**src/rtl/ca2_pkg.sv**
```systemverilog
// rtl/ca2_pkg.sv - shared CCR layout, FSM states and round-robin helper for ca2_sched
package ca2_pkg;

    localparam int CCR_C = 3;
    localparam int CCR_V = 2;
    localparam int CCR_N = 1;
    localparam int CCR_Z = 0;

    localparam logic [3:0] C_MASK = 4'b1000;
    localparam logic [3:0] V_MASK = 4'b0100;
    localparam logic [3:0] N_MASK = 4'b0010;
    localparam logic [3:0] Z_MASK = 4'b0001;

    typedef enum logic [1:0] {
        IDLE,
        CALC,
        HOLD
    } state_t;

    // First set bit scanning last+1, last+2, ... modulo n; -1 when nothing is valid.
    function automatic int rr_pick(input logic [15:0] valid, input int last, input int n);
        rr_pick = -1;
        for (int k = 1; k <= n; k++) begin
            if (rr_pick < 0 && valid[(last + k) % n]) begin
                rr_pick = (last + k) % n;
            end
        end
    endfunction

endpackage

```
**src/rtl/ca2_sched_if.sv**
```systemverilog
// rtl/ca2_sched_if.sv - requester and response channels of the shared negation unit
interface ca2_sched_if #(
    parameter int OP_SIZE = 4,
    parameter int N_REQ   = 4
);
    localparam int ID_W = $clog2(N_REQ);

    logic [N_REQ-1:0]         req_valid;
    logic [N_REQ*OP_SIZE-1:0] req_a;
    logic [N_REQ-1:0]         req_ready;
    logic                     rsp_valid;
    logic                     rsp_ready;
    logic [ID_W-1:0]          rsp_id;
    logic [OP_SIZE-1:0]       rsp_r;
    logic [3:0]               rsp_ccr;

    modport master (
        output req_valid, req_a, rsp_ready,
        input  req_ready, rsp_valid, rsp_id, rsp_r, rsp_ccr
    );

    modport slave (
        input  req_valid, req_a, rsp_ready,
        output req_ready, rsp_valid, rsp_id, rsp_r, rsp_ccr
    );
endinterface

```
**src/rtl/ca2_core.sv**
```systemverilog
// rtl/ca2_core.sv - combinational two's-complement negation with CVNZ flags
module ca2_core
    import ca2_pkg::*;
#(
    parameter int OP_SIZE = 4
) (
    input  logic [OP_SIZE-1:0] a,
    output logic [OP_SIZE-1:0] r,
    output logic [3:0]         ccr
);

    always_comb begin
        r   = '0 - a;
        ccr = '0;
        if (a != '0)             ccr = ccr | C_MASK;
        // Only the most negative value negates onto itself.
        if (a != '0 && a == r)   ccr = ccr | V_MASK;
        if (r[OP_SIZE-1])        ccr = ccr | N_MASK;
        if (r == '0)             ccr = ccr | Z_MASK;
    end

endmodule

```
**src/rtl/ca2_sched.sv**
```systemverilog
// rtl/ca2_sched.sv - round-robin scheduler sharing one ca2_core between N_REQ requesters
module ca2_sched
    import ca2_pkg::*;
#(
    parameter int OP_SIZE = 4,
    parameter int N_REQ   = 4,
    localparam int ID_W   = $clog2(N_REQ)
) (
    input  logic        clk,
    input  logic        rst,
    ca2_sched_if.slave  bus
);

    state_t             state;
    state_t             state_nxt;
    logic [ID_W-1:0]    last;
    logic [ID_W-1:0]    grant;
    int                 pick;
    logic [OP_SIZE-1:0] op_a;
    logic [ID_W-1:0]    op_id;
    logic [OP_SIZE-1:0] core_r;
    logic [3:0]         core_ccr;
    logic               rsp_valid;
    logic [ID_W-1:0]    rsp_id;
    logic [OP_SIZE-1:0] rsp_r;
    logic [3:0]         rsp_ccr;

    ca2_core #(.OP_SIZE(OP_SIZE)) u_core (
        .a   (op_a),
        .r   (core_r),
        .ccr (core_ccr)
    );

    always_comb begin
        pick  = rr_pick(16'(bus.req_valid), int'(last), N_REQ);
        grant = ID_W'(pick);
    end

    always_comb begin
        state_nxt     = state;
        bus.req_ready = '0;
        case (state)
            IDLE: begin
                if (pick >= 0) begin
                    bus.req_ready[grant] = 1'b1;
                    state_nxt            = CALC;
                end
            end
            CALC:    state_nxt = HOLD;
            HOLD:    if (bus.rsp_ready) state_nxt = IDLE;
            default: state_nxt = IDLE;
        endcase
        // A grant seen during reset would be a handshake the FSM never honours.
        if (rst) bus.req_ready = '0;
    end

    always_ff @(posedge clk) begin
        if (rst) begin
            state     <= IDLE;
            last      <= ID_W'(N_REQ - 1);
            op_a      <= '0;
            op_id     <= '0;
            rsp_valid <= 1'b0;
            rsp_id    <= '0;
            rsp_r     <= '0;
            rsp_ccr   <= '0;
        end else begin
            state <= state_nxt;
            case (state)
                IDLE: begin
                    if (pick >= 0) begin
                        op_a  <= bus.req_a[grant*OP_SIZE +: OP_SIZE];
                        op_id <= grant;
                        last  <= grant;
                    end
                end
                CALC: begin
                    rsp_r     <= core_r;
                    rsp_ccr   <= core_ccr;
                    rsp_id    <= op_id;
                    rsp_valid <= 1'b1;
                end
                HOLD:    if (bus.rsp_ready) rsp_valid <= 1'b0;
                default: ;
            endcase
        end
    end

    assign bus.rsp_valid = rsp_valid;
    assign bus.rsp_id    = rsp_id;
    assign bus.rsp_r     = rsp_r;
    assign bus.rsp_ccr   = rsp_ccr;

endmodule

```
**src/flat_wrapper.sv**
```systemverilog
// flat-port wrapper written by rule: the top's interface ports become plain ports
module ca2_sched_flat import ca2_pkg::*;
#(
    parameter int OP_SIZE = 4,
    parameter int N_REQ   = 4,
    localparam int ID_W   = $clog2(N_REQ)
)
  (clk, rst, bus_req_valid, bus_req_a, bus_rsp_ready, bus_req_ready, bus_rsp_valid, bus_rsp_id, bus_rsp_r, bus_rsp_ccr);
  ca2_sched_if #(.OP_SIZE(OP_SIZE), .N_REQ(N_REQ)) bus_i ();
  input  logic clk;
  input  logic rst;
  input wire logic [$bits(bus_i.req_valid)-1:0] bus_req_valid;
  input wire logic [$bits(bus_i.req_a)-1:0] bus_req_a;
  input wire logic [$bits(bus_i.rsp_ready)-1:0] bus_rsp_ready;
  output wire logic [$bits(bus_i.req_ready)-1:0] bus_req_ready;
  output wire logic [$bits(bus_i.rsp_valid)-1:0] bus_rsp_valid;
  output wire logic [$bits(bus_i.rsp_id)-1:0] bus_rsp_id;
  output wire logic [$bits(bus_i.rsp_r)-1:0] bus_rsp_r;
  output wire logic [$bits(bus_i.rsp_ccr)-1:0] bus_rsp_ccr;
  assign bus_i.req_valid = bus_req_valid;
  assign bus_i.req_a = bus_req_a;
  assign bus_i.rsp_ready = bus_rsp_ready;
  assign bus_req_ready = bus_i.req_ready;
  assign bus_rsp_valid = bus_i.rsp_valid;
  assign bus_rsp_id = bus_i.rsp_id;
  assign bus_rsp_r = bus_i.rsp_r;
  assign bus_rsp_ccr = bus_i.rsp_ccr;
  ca2_sched #(.OP_SIZE(OP_SIZE), .N_REQ(N_REQ)) u_core (.clk(clk), .rst(rst), .bus(bus_i));
endmodule
```
**config.mk**
```make
export PLATFORM = sky130hd
export DESIGN_NAME = ca2_sched_flat
export DESIGN_NICKNAME = d
export VERILOG_FILES = /design/src/rtl/ca2_pkg.sv /design/src/rtl/ca2_sched_if.sv /design/src/rtl/ca2_core.sv /design/src/rtl/ca2_sched.sv /design/src/flat_wrapper.sv
export SDC_FILE = /design/constraint.sdc
export NUM_CORES = 1
export LEC_CHECK = 0
export ABC_AREA = 1
export CAP_MARGIN = 40
export CORE_MARGIN = 2
export CORE_UTILIZATION = 42
export DETAILED_ROUTE_END_ITERATION = 8
export GPL_ROUTABILITY_DRIVEN = 0
export PLACE_DENSITY_LB_ADDON = 0.15
export SYNTH_ARGS = -nofsm -noshare
export SYNTH_HDL_FRONTEND = slang
export SYNTH_SLANG_ARGS = --single-unit
```
**constraint.sdc**
```tcl
create_clock -name clk -period 1.6 [get_ports clk]
set_input_delay 0.24 -clock clk [delete_from_list [all_inputs] [get_ports clk]]
set_output_delay 0.24 -clock clk [all_outputs]
set_load 0.02 [all_outputs]
```
==> metrics.csv, run 1 <==
metric,value,unit
Synth Warn #,0,
FF-to-FF Start,u_core.last[0],
hold wc startpoint,u_core.bus.rsp_ccr[2],
Syn-to-layout area delta,70.9,%
peak supply drop,1.90,mV
largest net degree at the start of global routing,13,
Worst-path clk slew,120,ps
Die H,58.2,um
"Req. time, crit path",1360,ps
Total Wirelength,3810,um
syn_area_per_cell,6.71,sq um
max_cap viols,0,
cell area after layout,0.00211,sq mm
pre-CTS WS,-836,ps
Synth Register Bits,20,
reg2reg end,u_core.op_a[2],
TritonCTS clock tree,done,
Die ar.,0.00339,sq mm
Worst setup SP type,flop,
asr flop ratio synth,0,%
worst hold path class,reg -> reg,
Most used DFF post-synth,dfxtp_1,
Post-synth EDFFs,0,
row count,19,
arrival time of the worst setup path,1870,ps
DRC violations left,0,
Root Buffer,clkbuf_4,
TritonRoute pass-1 iters,4,
Pwr Total,5.12,mW
Final setup violation count,10,
chip width,58.2,um
hold depth,2,
Tcrit/Tclk final,132,%
status,finished with violations,
"Slew Viols, Final",0,
CP Cell Sequence,inv_8 -> nand2_2 -> nand3_1 -> nand2_4 -> nor2_4 -> nand2_1 -> nand2_1 -> nand2_2 -> inv_2 -> nand2_4 -> nor2_4 -> buf_6,
Yosys top cell area share,32.4,%
crit path time final,2110,ps
R2R setup slack,-410,ps
GR Overflow Total,0,
total CTS buffers,3,
clk_lat worst skew,300,ps
initial antenna violation count,0,
failing checks,setup timing,
Clock Skews,4.88,ps
DR vias,1434,
CP Capture Type,output pin,
hold_buf cts,0,
IO buf count,37,
Final HPWL DP,2660,um
buffer depth of the longest clock path,2,
Max Clk Rate,475,MHz
Final WS setup,-507,ps
post-synth cell types,32,
wire length per cell,13.7,um
Mapped Area,0.00123,sq mm
Worst R2R Path Depth,15,
vias in the first global route,1356,
largest area contributor in the netlist,dfxtp_1,
Num Clock Sinks,20,
Slew @ Worst Pin,353,ps
initial cell density of the core,44.4,%
via/cell ratio,5.16,
share of cells above drive strength 1,40.9,%
IO Pins,38,
Nets,272,
Routed Antenna Nets,0,
Cells after Synth,184,
initial DRC count,23,
H-tree levels,1,
core area,0.00278,sq mm
area of placed instances,0.00182,sq mm
# diodes,0,
CP max stage delay,420,ps
CP max-delay cell,dfxtp_4,
hold path endpoint,u_core.bus.rsp_ccr[2],
Total Routing Usage GR,22.1,%
"Seq/Total Area, Yosys",32.4,%
Rel. slew slack,76.4,%
"top cells by area, synth","dfxtp_1 32%, nand2_1 15%, nand2_2 7.6%",
critical setup path kind,reg -> out,
RSZ-0062 raised after global routing,true,
LEAKAGE,0.986,nW
syn_nets,208,
PD cells,2430,mW/mm^2
global-route wire length before repair,5760,um
final hold violations,0,
"Max FO, Critical Path",8,
[worst max path at each step]
stage                startpoint               end  slack (ps)  depth (start not counted)
2_1_floorplan    u_core.last[0]  bus_req_ready[0]         -20                         13
3_3_place_gp   bus_req_valid[1]  bus_req_ready[1]        -780                         13
3_5_place_dp   bus_req_valid[2]  bus_req_ready[3]        -840                         12
4_1_cts          u_core.last[0]  bus_req_ready[0]        -470                         13
5_1_grt          u_core.last[0]  bus_req_ready[1]        -590                         12
6_report         u_core.last[0]  bus_req_ready[0]        -510                         12
[power by group]
part           total, mW  internal (mW)  switching [mW]
Combinational       4.01           1.70            2.31
Clock              0.297          0.139           0.158
Sequential         0.817          0.692           0.124
[critical path: cells and delay by family (launching register included)]
kind / cells / cell delay, ps
flops: 1 / 420
buf+inv: 3 / 320
simple gates: 9 / 830
[through the flow]
stage          utilization [%]  cells  hold WS [ps]  TNS (ps)
2_1_floorplan                -    184           358     -49.5
3_3_place_gp              65.6    267           443     -5250
3_5_place_dp              65.6    267           459     -6060
4_1_cts                   71.0    274           476     -2860
5_1_grt                   75.9    278           496     -5030
6_report                  75.9    278           478     -4090
[cells in the final DEF (no fill, tap or decap), drive strengths merged, types with 4 or more instances in the layout]
cell and count:
a21oi 19, buf 30, clkbuf 4, clkdlybuf4s50 33
dfxtp 20, inv 22, nand2 68, nand3 13
nor2 16, o21ai 7
[kinds of logic after synthesis]
kind of cell / Yosys count / synth area share (%)
fa+ha+maj: 1 / 1.01
xor+xnor: 1 / 0.709
compound gates: 31 / 14.6
buf+inv: 28 / 10.1
flops: 20 / 32.4
simple gates: 103 / 41.1
[final cells by class]
class,count,area [sq um]
well taps,31,38.8
clock buffers,4,36.3
inverters,24,105
repair buffers,63,582
multi-input cells,136,943
fillers,205,671
flip-flops and latches,20,405
[Yosys cell counts, types with 2 or more instances]
cell type and instances:
nand2_1 50, inv_1 17, o21ai_0 6, inv_2 3, nand3_1 11, nor2_1 13
nor2_2 2, dfxtp_1 20, a21oi_2 3, a21oi_1 16, nand2_4 3, nand2_2 15
nand4_1 3, clkbuf_1 2, o211ai_1 3
[flip-flops by register name, indices dropped and copies added (netlist names)]
register	cells
u_core.state	2
u_core.bus.rsp_valid	1
u_core.last	2
u_core.op_a	4
u_core.bus.rsp_id	2
u_core.op_id	2
u_core.bus.rsp_ccr	4
u_core.bus.rsp_r	3
[metal layers]
metal  global-route usage (%)  vias to the layer above  part of all wire [%]
li1                         -                      718                     -
met1                     26.7                      668                    41
met2                     38.8                       40                    53
met3                     4.46                        8                   3.8
met4                     7.31                        0                   1.5
met5                        0                        -                     0
[timing repair]
item / CTS / global route
endpoints found under the hold margin: 0 / 0
setup buffers: 4 / 4
pin swaps: 14 / 6
resized for setup: 45 / 25
setup endpoints to repair: 12 / 12
Power figures use the tool's default switching activity.
==> run 2: changes to the inputs <==
Settings changed: SLEW_MARGIN set to 5.
==> results of run 2 <==
Final layout, timing and power as in run 1 (identical DEF).
